`src/rtl/cmp_pkg.sv`:
```
// Shared types and result encodings for the sequential magnitude comparator.
package cmp_pkg;

  typedef enum logic [1:0] {
    IDLE = 2'd0,
    RUN  = 2'd1,
    DONE = 2'd2
  } cmp_state_e;

  // Running compare verdict; exactly one bit set once a compare has finished.
  typedef struct packed {
    logic eq;
    logic gt;
    logic lt;
  } cmp_res_t;

  localparam cmp_res_t RES_NONE = 3'b000;
  localparam cmp_res_t RES_EQ   = 3'b100;
  localparam cmp_res_t RES_GT   = 3'b010;
  localparam cmp_res_t RES_LT   = 3'b001;

endpackage

```
`src/rtl/cmp_bit_cell.sv`:
```
// One MSB-first compare step: folds a single A/B bit pair into the running verdict.
module cmp_bit_cell
  import cmp_pkg::*;
(
  input  cmp_res_t prior_i,
  input  logic     a_bit_i,
  input  logic     b_bit_i,
  input  logic     msb_signed_i,
  output cmp_res_t next_o
);

  // Only the first differing bit decides; a set sign bit means the smaller value.
  always_comb begin
    next_o = prior_i;
    if (prior_i.eq && (a_bit_i != b_bit_i)) begin
      if (a_bit_i ^ msb_signed_i) begin
        next_o = RES_GT;
      end else begin
        next_o = RES_LT;
      end
    end
  end

endmodule

```
`src/rtl/seq_mag_comparator.sv`:
```
// Bit-serial magnitude comparator, one bit per cycle MSB first.
// Define SEQ_CMP_EARLY_EXIT_EN to finish on the first differing bit.
module seq_mag_comparator
  import cmp_pkg::*;
#(
  parameter int unsigned WIDTH  = 8,
  parameter bit          SIGNED = 1'b0
) (
  input  logic             clk,
  input  logic             rst_n,
  input  logic             start,
  input  logic [WIDTH-1:0] A,
  input  logic [WIDTH-1:0] B,
  output logic             busy,
  output logic             done,
  output logic             E,
  output logic             G,
  output logic             L
);

  localparam int unsigned IW = (WIDTH > 1) ? $clog2(WIDTH) : 1;
  localparam logic [IW-1:0] IDX_MSB = IW'(WIDTH - 1);

  cmp_state_e       state_q, state_d;
  logic [IW-1:0]    idx_q, idx_d;
  logic [WIDTH-1:0] a_q, a_d;
  logic [WIDTH-1:0] b_q, b_d;
  cmp_res_t         run_q, run_d;
  cmp_res_t         res_q, res_d;
  logic             busy_q, busy_d;
  logic             done_q, done_d;

  cmp_res_t         cell_res_c;
  logic             msb_signed_c;
  logic             exit_early_c;

  assign msb_signed_c = SIGNED && (idx_q == IDX_MSB);

  cmp_bit_cell u_cell (
    .prior_i      (run_q),
    .a_bit_i      (a_q[idx_q]),
    .b_bit_i      (b_q[idx_q]),
    .msb_signed_i (msb_signed_c),
    .next_o       (cell_res_c)
  );

`ifdef SEQ_CMP_EARLY_EXIT_EN
  assign exit_early_c = ~cell_res_c.eq;
`else
  assign exit_early_c = 1'b0;
`endif

  // State and datapath registers; reset also wipes operands and index.
  always_ff @(posedge clk) begin
    if (!rst_n) begin
      state_q <= IDLE;
      idx_q   <= '0;
      a_q     <= '0;
      b_q     <= '0;
      run_q   <= RES_NONE;
      res_q   <= RES_NONE;
      busy_q  <= 1'b0;
      done_q  <= 1'b0;
    end else begin
      state_q <= state_d;
      idx_q   <= idx_d;
      a_q     <= a_d;
      b_q     <= b_d;
      run_q   <= run_d;
      res_q   <= res_d;
      busy_q  <= busy_d;
      done_q  <= done_d;
    end
  end

  // Next-state and output logic; published result changes only when entering DONE.
  always_comb begin
    state_d = state_q;
    idx_d   = idx_q;
    a_d     = a_q;
    b_d     = b_q;
    run_d   = run_q;
    res_d   = res_q;
    busy_d  = 1'b0;
    done_d  = 1'b0;
    case (state_q)
      IDLE, DONE: begin
        if (start) begin
          a_d     = A;
          b_d     = B;
          idx_d   = IDX_MSB;
          run_d   = RES_EQ;
          busy_d  = 1'b1;
          state_d = RUN;
        end else begin
          state_d = IDLE;
        end
      end
      RUN: begin
        run_d  = cell_res_c;
        idx_d  = idx_q - IW'(1);
        busy_d = 1'b1;
        if ((idx_q == '0) || exit_early_c) begin
          res_d   = cell_res_c;
          busy_d  = 1'b0;
          done_d  = 1'b1;
          state_d = DONE;
        end
      end
      default: begin
        state_d = IDLE;
      end
    endcase
  end

  assign busy = busy_q;
  assign done = done_q;
  assign E    = res_q.eq;
  assign G    = res_q.gt;
  assign L    = res_q.lt;

endmodule

```
`config.mk`:
```
export PLATFORM = sky130hd
export DESIGN_NAME = seq_mag_comparator
export DESIGN_NICKNAME = d
export VERILOG_FILES = /design/src/rtl/cmp_pkg.sv /design/src/rtl/cmp_bit_cell.sv /design/src/rtl/seq_mag_comparator.sv
export SDC_FILE = /design/constraint.sdc
export NUM_CORES = 1
export LEC_CHECK = 0
export BUFFER_PORTS_ARGS = -buffer_cell sky130_fd_sc_hd__buf_2
export CAP_MARGIN = 25
export CORE_MARGIN = 3
export CORE_UTILIZATION = 53
export CTS_CLUSTER_SIZE = 28
export DETAILED_ROUTE_END_ITERATION = 10
export PLACE_DENSITY = 0.85
export RECOVER_POWER = 100
export SLEW_MARGIN = 20
export SYNTH_ARGS = -nofsm -noshare
export SYNTH_HDL_FRONTEND = slang
export SYNTH_SLANG_ARGS = --single-unit
```
`constraint.sdc`:
```
create_clock -name clk -period 2.2 [get_ports clk]
set_clock_uncertainty 0.2 [all_clocks]
set_input_delay 0.44 -clock clk [delete_from_list [all_inputs] [get_ports clk]]
set_output_delay 0.44 -clock clk [all_outputs]
set_load 0.02 [all_outputs]
```
==> metrics.log, run 1 <==
INFO  metric post-synth-top-area-cell = sky130_fd_sc_hd__dfxtp_1
INFO  metric most_used_standard_cell_by_instance_count_after_synthesis = sky130_fd_sc_hd__nand2_1
INFO  metric rsz_0062_raised_after_global_routing = no
INFO  metric dr.first_iter.drc_count = 29
INFO  metric setup_viol_count_final = 0
INFO  metric clkSinkCount = 29
INFO  metric regToRegStartpoint = idx_q[0]
INFO  metric fin_ws = 0.128 ns
INFO  metric floorplan.die.width = 55.0 um
INFO  metric synth-async-reset-ratio = 0%
INFO  metric cts_resized = 0
INFO  metric hold_start = A[4]
INFO  metric placement.io_buffers = 23
INFO  metric post_synth.cell_area_avg = 8.94 um^2
INFO  metric worst-path-max-fanout = 7
INFO  metric synth-seq-cells = 29
INFO  metric postCtsSetupRepairBufs = 0
INFO  metric cp-end-kind = flip-flop
INFO  metric p_seq_share = between 40% and 50%
INFO  metric power.net_switching = 307 uW
INFO  metric antenna_violations_before_repair = 0
INFO  metric synth_flop_cell = sky130_fd_sc_hd__dfxtp_1
INFO  metric cts_buffers = 5
INFO  metric detailroute.via_count = 1059
INFO  metric irDropWorstVdd = roughly 0.69 mV
INFO  metric hold_depth = 3
INFO  metric synth_cell_types = 27
INFO  metric worst_slew_pin_slew = 0.721 ns
INFO  metric fp.coreArea = 2230 um^2
INFO  metric critPathArrivalTime = between 2 and 2.5 ns
INFO  metric timing.critical_path.from_type = flip-flop
INFO  metric result_of_the_run = completed
INFO  metric global_route_wire_length_before_repair = approximately 4600 um
INFO  metric power_report.internal_total = 910 uW
INFO  metric fp-row-count = 17
INFO  metric timing.final.max_slew_violations = 0
INFO  metric worst_slack_at_placement = 0.154 ns
INFO  metric reg2reg_setup_slack = 0.13 ns
INFO  metric synth.top_cell.area_share = 45.7%
INFO  metric power.density = 829 nW/um^2
INFO  metric fin_crit = 2.07 ns
INFO  metric holdCritPathClass = input port to flip-flop
INFO  metric io_pins = 24
INFO  metric first_global_vias = 1092
INFO  metric drc_errors_left = 0
INFO  metric final_min_period_over_clock_period = 94.2%
INFO  metric worst_hold_path.endpoint = a_q[4]
INFO  metric worst_skew_pair.late_latency = 0.33 ns
INFO  metric synth_cells = 142
INFO  metric drt-pass1-iter-count = 6
INFO  metric chipHeight = 55.0 um
INFO  metric logic_depth_of_the_worst_register_to_register_path = 4
INFO  metric clk_pin_slew = 0.09 ns
INFO  metric cts_hold_buffers = 0
INFO  metric cts_tree = yes
INFO  metric num_antenna_cells = 0
INFO  metric area_growth = 15.7%
INFO  metric timing.setup.critical_path_class = flip-flop to flip-flop
INFO  metric synth_enable_flop_cells = 0
INFO  metric avgViaCountPerCell = around 5.4
INFO  metric synthTopCellsByArea = sky130_fd_sc_hd__dfxtp_1 (46%), sky130_fd_sc_hd__nand2_1 (13%), sky130_fd_sc_hd__a21boi_0 (9.5%)
INFO  metric ys_top_cells_by_count = sky130_fd_sc_hd__nand2_1 (43), sky130_fd_sc_hd__dfxtp_1 (29), sky130_fd_sc_hd__a21boi_0 (16), sky130_fd_sc_hd__clkbuf_1 (7), sky130_fd_sc_hd__inv_1 (7)
INFO  metric cap_violations = 0
INFO  metric congestion_overflow_gr = 0
INFO  metric relSlewSlack = between 50 and 60%
INFO  metric power_frac_clock = 37.2%
INFO  metric synth.yosys.warnings = 0
INFO  metric gp_routability_congestion = 0.774
INFO  metric synth.cell_area = about 1300 um^2
INFO  metric r2r_end = run_q[2]
INFO  metric nets = 187
INFO  metric detail_route.wl_per_cell = between 10 and 15 um
INFO  metric drtAntennaViolNets = 0
INFO  metric finalWirelength = 2620 um
INFO  metric finalHoldViolations = 0
INFO  metric netSwitchingFraction = roughly a quarter
INFO  metric clock_tree.buffer_depth = 2
INFO  metric htreeDepth = 2
INFO  metric die_area = 3020 um^2
INFO  metric power.leakage = 0.000623 uW
INFO  metric sequential_cell_area_fraction_in_the_yosys_report = 45.7%
INFO  metric pwr-share-comb = 14.5%
INFO  metric drive_gt1_share = 18.6%
INFO  metric detailed_place_hpwl = 1940 um
INFO  metric mappedNetlistNets = 163
INFO  metric starting_density = between 50% and 60%
INFO  metric clock_root_buffer = sky130_fd_sc_hd__clkbuf_4
INFO  metric achievable-frequency = 483 MHz
INFO  metric pin_count_of_the_biggest_net_entering_global_routing = 30
INFO  metric track_usage = 22.0%
INFO  metric finalSetupTns = 0 ns
INFO  metric totalPowerFinal = ~1200 uW
INFO  metric required_time_of_the_worst_setup_path = 2.22 ns
==> placed cells by master, fill, tap and decap left out <==
cell | netlist | layout
sky130_fd_sc_hd__a21boi_0 | 16 | 16
sky130_fd_sc_hd__a21o_1 | 1 | 1
sky130_fd_sc_hd__a21oi_1 | 5 | 5
sky130_fd_sc_hd__a22oi_1 | 1 | 1
sky130_fd_sc_hd__and3_1 | 2 | 2
sky130_fd_sc_hd__buf_2 | 0 | 18
sky130_fd_sc_hd__buf_4 | 0 | 1
sky130_fd_sc_hd__bufinv_16 | 0 | 1
sky130_fd_sc_hd__clkbuf_1 | 7 | 8
sky130_fd_sc_hd__clkbuf_4 | 0 | 5
sky130_fd_sc_hd__clkbuf_8 | 0 | 1
sky130_fd_sc_hd__dfxtp_1 | 29 | 29
sky130_fd_sc_hd__ha_1 | 2 | 2
sky130_fd_sc_hd__inv_1 | 7 | 7
sky130_fd_sc_hd__mux2_1 | 0 | 1
sky130_fd_sc_hd__mux2i_2 | 1 | 1
sky130_fd_sc_hd__mux4_2 | 4 | 4
sky130_fd_sc_hd__nand2_1 | 43 | 43
sky130_fd_sc_hd__nand2b_1 | 2 | 2
sky130_fd_sc_hd__nand4_1 | 1 | 1
sky130_fd_sc_hd__nor2b_1 | 2 | 2
sky130_fd_sc_hd__o211a_1 | 2 | 2
sky130_fd_sc_hd__o21a_1 | 2 | 2
sky130_fd_sc_hd__o21ai_0 | 4 | 5
sky130_fd_sc_hd__o21ai_1 | 2 | 1
sky130_fd_sc_hd__o21bai_1 | 1 | 1
sky130_fd_sc_hd__o221a_1 | 1 | 1
sky130_fd_sc_hd__o22ai_1 | 2 | 2
sky130_fd_sc_hd__o31ai_1 | 1 | 1
sky130_fd_sc_hd__xor2_1 | 1 | 1
==> per-layer routing <==
| layer | routed length [um] | vias to the layer above | track usage, % | share of wire [%] |
|---|---|---|---|---|
| li1 | - | 531 | - | - |
| met1 | 1010 | 479 | 22.0 | 39 |
| met2 | 1370 | 36 | 40.7 | 52 |
| met3 | 166 | 13 | 6.43 | 6.3 |
| met4 | 75 | 0 | 11.3 | 2.9 |
| met5 | 0 | - | 0 | 0 |
==> area by class of cell <==
| cell class | count | area [um^2] |
|---|---|---|
| Clock buffer | 7 | 55.1 |
| Inverter | 7 | 26.3 |
| Timing Repair Buffer | 26 | 124 |
| Tap cell | 28 | 35.0 |
| Clock inverter | 1 | 30.0 |
| Multi-Input combinational cell | 97 | 618 |
| Sequential cell | 29 | 581 |
| Fill cell | 209 | 764 |
==> flip-flops by register name, summed over array words and instances (netlist names) <==
name and flops:
E 1, state_q 2, b_q 8, done 1, run_q 3, busy 1, L 1, idx_q 3
a_q 8, G 1
==> power groups by stage <==
| stage | sequential (uW) | clock (uW) | combinational [uW] |
|---|---|---|---|
| floorplan | 595 | 0 | 135 |
| global placement | 596 | 0 | 175 |
| detailed placement | 600 | 0 | 183 |
| CTS | 588 | 465 | 184 |
| global route | 592 | 488 | 201 |
| finish | 588 | 453 | 176 |
==> kinds of logic (layout without fill, tap and decap cells) <==
logic type,Yosys count,after routing,share of synthesized area (%)
adders and majority gates,2,2,1.97
and+or+nand+nor,50,50,16.2
xor gates and xnor gates,1,1,0.690
buffers and inverters,16,41,5.32
DFF,29,29,45.7
muxes,6,6,9.36
AOI/OAI and AO/OA,38,38,20.8
==> stage by stage <==
stage	cells	utilization (%)	hold slack [ns]	area, um^2
after floorplan	142	-	0.240	1270
after global placement	187	62.7	0.238	1400
after detailed placement	187	62.7	0.262	1400
after CTS	195	66.6	0.141	1490
after global routing	195	65.8	0.152	1470
final	195	65.8	0.149	1470
==> critical path, stage by stage (launching register included) <==
cell                      delay (ns)
sky130_fd_sc_hd__dfxtp_1        0.40
sky130_fd_sc_hd__mux4_2         0.50
sky130_fd_sc_hd__mux2_1         0.42
sky130_fd_sc_hd__xor2_1         0.21
sky130_fd_sc_hd__o221a_1        0.24
==> worst max-delay path by stage <==
stage	startpoint	to	slack [ns]
after CTS	idx_q[0]	G	0.15
final	idx_q[0]	run_q[2]	0.13
after detailed placement	idx_q[0]	G	0.15
after global routing	idx_q[0]	G	0.005
after global placement	idx_q[0]	G	0.23
after floorplan	idx_q[0]	run_q[2]	0.28
No activity file was read; power rests on OpenSTA's default activity.
==> run 2: changes to the inputs <==
Settings changed: PLACE_DENSITY 0.85 to 0.79.
==> run 2 against run 1 <==
Against the previous run:
- count of clock-buffer cells in the layout is the same
- setup slack gained 0.041 ns
- die area is the same
- total power shrank 11%
- register-to-register slack gained 0.04 ns
- sequential power is essentially flat
- critical path type unchanged
==> metrics.log, run 2 (synthesis gave the netlist of run 1 again) <==
INFO  metric global_route_wire_length_before_repair = 4110 um
INFO  metric irDropWorstVdd = 0.567 mV
INFO  metric cap_violations = 0
INFO  metric starting_density = 56.9%
INFO  metric worst-path-max-fanout = 7
INFO  metric first_global_vias = between 900 and 1000
INFO  metric drtAntennaViolNets = 0
INFO  metric achievable-frequency = 493 MHz
INFO  metric fp-row-count = 17
INFO  metric fillerInstances = 195
INFO  metric relSlewSlack = between 50% and 60%
INFO  metric critical_path.startpoint = idx_q[0]
INFO  metric power.net_switching = about 290 uW
INFO  metric most-common-layout-cells = sky130_fd_sc_hd__nand2_1 (43), sky130_fd_sc_hd__dfxtp_1 (28), sky130_fd_sc_hd__buf_2 (18), sky130_fd_sc_hd__a21boi_0 (16)
INFO  metric power_report.internal_total = just under 800 uW
INFO  metric drc_errors_left = 0
INFO  metric drive_gt1_share = 19.4%
INFO  metric cts_hold_buffers = 0
INFO  metric finalWirelength = 2550 um
INFO  metric worst_slew_pin_slew = 0.634 ns
INFO  metric postCtsSetupRepairBufs = 0
INFO  metric final-instance-count-excl-fill = 193
INFO  metric htreeDepth = 2
INFO  metric finalHoldViolations = 0
INFO  metric pwr-share-comb = 16.5%
INFO  metric pin_count_of_the_biggest_net_entering_global_routing = 30
INFO  metric fp.coreArea = 2230 um^2
INFO  metric timing.final.max_slew_violations = 0
INFO  metric setup_viol_count_final = 0
INFO  metric drt-pass1-iter-count = 4
INFO  metric power_frac_clock = between 20% and 30%
INFO  metric detail_route.wl_per_cell = 13.2 um
INFO  metric detailed_place_hpwl = ~1800 um
INFO  metric required_time_of_the_worst_setup_path = 2.20 ns
INFO  metric dp_cells = 186
INFO  metric p_seq_share = 54.4%
INFO  metric worst_setup_path_endpoint = G
INFO  metric finalSetupTns = 0 ns
INFO  metric area_growth = 13.4%
INFO  metric clkSinkCount = 29
INFO  metric critPathArrivalTime = 2.03 ns
INFO  metric io_pins = 24
INFO  metric finish.instance_area = 1440 um^2
INFO  metric largest_registers = a_q (8), b_q (8)
INFO  metric power.leakage = 0.000611 uW
INFO  metric die_area = 3020 um^2
INFO  metric final_min_period_over_clock_period = 92.3%
INFO  metric regToRegStartpoint = idx_q[0]
INFO  metric reg2reg_setup_slack = ~0.17 ns
INFO  metric most_frequent_standard_cell_in_the_layout_excluding_fill_and_tap_cells = sky130_fd_sc_hd__nand2_1
INFO  metric chipHeight = about 55 um
INFO  metric clock_tree.buffer_depth = 2
INFO  metric r2r_end = G
INFO  metric antenna_violations_before_repair = 0
INFO  metric cp-end-kind = flip-flop
INFO  metric cts_resized = 0
INFO  metric track_usage = between 10% and 20%
INFO  metric hold_depth = 3
INFO  metric fin_crit = between 2 and 2.5 ns
INFO  metric holdCritPathClass = input port to flip-flop
INFO  metric placed_area = 1390 um^2
INFO  metric dr.first_iter.drc_count = 31
INFO  metric congestion_overflow_gr = 0
INFO  metric num_antenna_cells = 0
INFO  metric cts_tree = yes
INFO  metric logic_depth_of_the_worst_register_to_register_path = 5
INFO  metric clk_pin_slew = about 0.08 ns
INFO  metric gp_routability_congestion = between 0.8 and 0.9
INFO  metric result_of_the_run = completed
INFO  metric worst_slack_at_placement = between 0.08 and 0.09 ns
INFO  metric netSwitchingFraction = between 20% and 30%
INFO  metric placement.io_buffers = 23
INFO  metric timing.setup.critical_path_class = flip-flop to flip-flop
INFO  metric worst_skew_pair.late_latency = about 0.32 ns
INFO  metric cts_buffers = 5
INFO  metric avgViaCountPerCell = 5.42
INFO  metric rsz_0062_raised_after_global_routing = no
INFO  metric timing.critical_path.from_type = flip-flop
INFO  metric final_core_occ = roughly 64%
INFO  metric fin_ws = 0.170 ns
INFO  metric floorplan.die.width = about 55 um
INFO  metric clock_root_buffer = sky130_fd_sc_hd__clkbuf_4
INFO  metric power.density = 753 nW/um^2
INFO  metric nets = 186
INFO  metric detailroute.via_count = 1047
==> run 2: worst min-delay path by stage <==
| stage | start | to |
|---|---|---|
| after global routing | A[3] | a_q[3] |
| after detailed placement | E | E |
| final | B[6] | b_q[6] |
| after global placement | E | E |
| after CTS | A[0] | a_q[0] |
| after floorplan | a_q[2] | a_q[2] |
==> run 2: cell type report <==
cell class                      count  area [um^2]  area share [%]
Tap cell                           28         35.0            2.43
Sequential cell                    29          582            40.4
Timing Repair Buffer               25          120            8.34
Inverter                            7         26.3            1.82
Clock buffer                        7         55.1            3.82
Multi-Input combinational cell     97          622            43.2
==> run 2: per-layer routing <==
| layer | vias to the layer above | wire length, um | GRT usage [%] |
|---|---|---|---|
| li1 | 523 | - | - |
| met1 | 484 | 1050 | 22.5 |
| met2 | 38 | 1320 | 31.5 |
| met3 | 2 | 162 | 8.85 |
| met4 | 0 | 16 | 10.9 |
| met5 | - | 0 | 0 |
==> run 2: stage by stage <==
| stage | power [uW] | hold slack (ns) |
|---|---|---|
| finish | 1080 | 0.163 |
| floorplan | 730 | 0.240 |
| global route | 1150 | 0.155 |
| global placement | 768 | 0.236 |
| detailed placement | 780 | 0.237 |
| CTS | 1100 | 0.143 |
==> run 2: critical path: stages, from the launching register on <==
cell	delay, ns
sky130_fd_sc_hd__dfxtp_2	0.44
sky130_fd_sc_hd__mux4_2	0.54
sky130_fd_sc_hd__mux2i_2	0.25
sky130_fd_sc_hd__inv_1	0.12
sky130_fd_sc_hd__a22oi_1	0.25
sky130_fd_sc_hd__o22ai_1	0.11
==> run 2: power by group through the flow <==
stage	clock network, uW	registers (uW)	logic [uW]
final	315	591	179
after global routing	350	596	200
after CTS	329	590	178
after detailed placement	0	602	178
after global placement	0	599	169
after floorplan	0	595	135
==> run 3: changes to the inputs <==
Settings changed: ABC_CLOCK_PERIOD_IN_PS set to 2040.
Clock period 2.2 ns to 2.04 ns, I/O delays scaled along.
==> run 3 against run 2 <==
Against the previous run:
- global-route usage is 0.62 points lower
- die area stayed put
- sequential cell count stayed put
- critical path depth is 1 lower
- clock power is 2% higher
- wire length is 3.5% lower
- cell area is 0.26% higher
- count of clock-buffer cells in the layout is 1 higher
- cell count is 1.0% higher
- total power is 5.6% higher
- fmax is 5.0% higher
==> metrics.log, run 3 (synthesis gave the netlist of run 1 again) <==
INFO  metric final_core_occ = 64.6%
INFO  metric io_pins = 24
INFO  metric achievable-frequency = 517 MHz
INFO  metric cap_violations = 0
INFO  metric drc_errors_left = 0
INFO  metric most_frequent_standard_cell_in_the_layout_excluding_fill_and_tap_cells = sky130_fd_sc_hd__nand2_1
INFO  metric crit_buf_inv = 0
INFO  metric finish.instance_area = 1440 um^2
INFO  metric placed_area = approximately 1400 um^2
INFO  metric final-instance-count-excl-fill = 195
INFO  metric irDropWorstVdd = ~0.63 mV
INFO  metric clock_root_buffer = sky130_fd_sc_hd__clkbuf_4
INFO  metric congestion_overflow_gr = 0
INFO  metric cts_tree = yes
INFO  metric critPathArrivalTime = just under 2 ns
INFO  metric pin_count_of_the_biggest_net_entering_global_routing = 30
INFO  metric floorplan.die.width = between 50 and 60 um
INFO  metric gr-usage-met1 = 22.2%
INFO  metric antenna_violations_before_repair = 0
INFO  metric nets = 187
INFO  metric worst_slew_pin_slew = 0.671 ns
INFO  metric netSwitchingFraction = 27.5%
INFO  metric holdCritPathClass = input port to flip-flop
INFO  metric crit_chain = mux4_2 -> mux2_4 -> xor2_1 -> o221a_1
INFO  metric power.density = 793 nW/um^2
INFO  metric track_usage = 19.4%
INFO  metric timing.critical_path.from_type = flip-flop
INFO  metric finalWirelength = 2460 um
INFO  metric required_time_of_the_worst_setup_path = 2.07 ns
INFO  metric gp_routability_congestion = 0.863
INFO  metric most-common-layout-cells = sky130_fd_sc_hd__nand2_1 (43), sky130_fd_sc_hd__dfxtp_1 (28), sky130_fd_sc_hd__buf_2 (18), sky130_fd_sc_hd__a21boi_0 (16), sky130_fd_sc_hd__clkbuf_1 (9)
INFO  metric finalHoldViolations = 0
INFO  metric power_frac_clock = approximately 28%
INFO  metric timing.critical_path.slowest_stage_cell = sky130_fd_sc_hd__mux4_2
INFO  metric drtAntennaViolNets = 0
INFO  metric postCtsSetupRepairBufs = 0
INFO  metric area_growth = 13.7%
INFO  metric met3_track_utilization_from_global_routing = 8.85%
INFO  metric placement.io_buffers = 23
INFO  metric cts_hold_buffers = 0
INFO  metric power.leakage = 0.000611 uW
INFO  metric die_area = 3020 um^2
INFO  metric clk_pin_slew = 0.09 ns
INFO  metric cp-end-kind = flip-flop
INFO  metric clock_tree.buffer_depth = 2
INFO  metric pwr-share-comb = 16.7%
INFO  metric rsz_0062_raised_after_global_routing = no
INFO  metric critical-path-max-stage-delay = approximately 0.5 ns
INFO  metric gr-max-usage-layer = met2
INFO  metric worst_skew_pair.late_latency = around 0.32 ns
INFO  metric fillerInstances = 201
INFO  metric dp_cells = 187
INFO  metric totalPowerFinal = ~1100 uW
INFO  metric detailroute.via_count = 1049
INFO  metric fin_crit = 1.93 ns
INFO  metric detailed_place_hpwl = 1810 um
INFO  metric fp.coreArea = 2230 um^2
INFO  metric htreeDepth = 2
INFO  metric power.net_switching = 315 uW
INFO  metric avgViaCountPerCell = 5.38
INFO  metric starting_density = around 57%
INFO  metric power_report.internal_total = slightly above 800 uW
INFO  metric cpLargestDelayFamily = multiplexers
INFO  metric largest_registers = a_q (8), b_q (8)
INFO  metric final_min_period_over_clock_period = 94.8%
INFO  metric clkSinkCount = 29
INFO  metric result_of_the_run = completed
INFO  metric grt_use_met2 = 31.1%
INFO  metric global_route_wire_length_before_repair = 3990 um
INFO  metric worst-path-max-fanout = 7
INFO  metric timing.setup.critical_path_class = flip-flop to flip-flop
INFO  metric worst_slack_at_placement = -0.0423 ns
INFO  metric timing.final.max_slew_violations = 0
INFO  metric setup_viol_count_final = 0
INFO  metric detail_route.wl_per_cell = 12.6 um
INFO  metric fp-row-count = 17
INFO  metric first_global_vias = 938
INFO  metric num_antenna_cells = 0
INFO  metric drt-pass1-iter-count = 5
INFO  metric p_seq_share = between 50% and 60%
INFO  metric fin_ws = 0.106 ns
INFO  metric drive_gt1_share = about a fifth
INFO  metric chipHeight = 55.0 um
INFO  metric relSlewSlack = 55.3%
INFO  metric dr.first_iter.drc_count = 24
INFO  metric cts_buffers = 5
-- run 3: layout make-up --
cell class                      count  area, um^2  share of cell area, %
Clock buffer                        8        48.8                   3.38
Multi-Input combinational cell     97         622                   43.1
Sequential cell                    29         584                   40.5
Tap cell                           28        35.0                   2.43
Timing Repair Buffer               26         128                   8.84
Inverter                            7        26.3                   1.82
-- run 3: stage by stage --
stage               hold slack [ns]  TNS [ns]
finish                        0.121         0
global route                  0.115         0
CTS                           0.111         0
detailed placement            0.251   -0.0952
global placement              0.236         0
floorplan                     0.240         0
-- run 3: path summary, 6_finish.rpt --
check	startpoint	slack, ns	endpoint	cells past startpoint
worst max-delay path	idx_q[0]	0.11	run_q[2]	4
worst min-delay path	A[3]	0.12	a_q[3]	3
worst max register to register	idx_q[0]	0.11	run_q[2]	4
worst min register to register	b_q[2]	0.27	b_q[2]	2
-- run 3: tightest hold or removal path: cells and delay by family --
family / cells / cell delay (ns)
AND/OR/NAND/NOR: 1 / 0.04
AO/OA/AOI/OAI: 1 / 0.06
buffers and inverters: 1 / 0.09
-- run 3: what timing repair did --
action / 4_1_cts / 5_1_grt
gates cloned: 0 / 0
pin swaps: 0 / 0
gates resized for setup: 1 / 2
hold endpoints to repair: 0 / 0
endpoints found under the setup margin: 6 / 2
-- run 3: power groups by stage --
stage | Sequential, uW | Combinational (uW) | Clock, uW
after detailed placement | 648 | 194 | 0
final | 635 | 191 | 320
after floorplan | 642 | 146 | 0
after CTS | 636 | 195 | 331
after global placement | 646 | 186 | 0
after global routing | 642 | 215 | 362
-- run 3: metal layers --
metal  wire (um)  vias to the layer above  part of all wire, %
li1            -                      531                    -
met1         993                      481                   40
met2        1250                       33                   51
met3         174                        4                  7.1
met4          34                        0                  1.4
met5           0                        -                    0
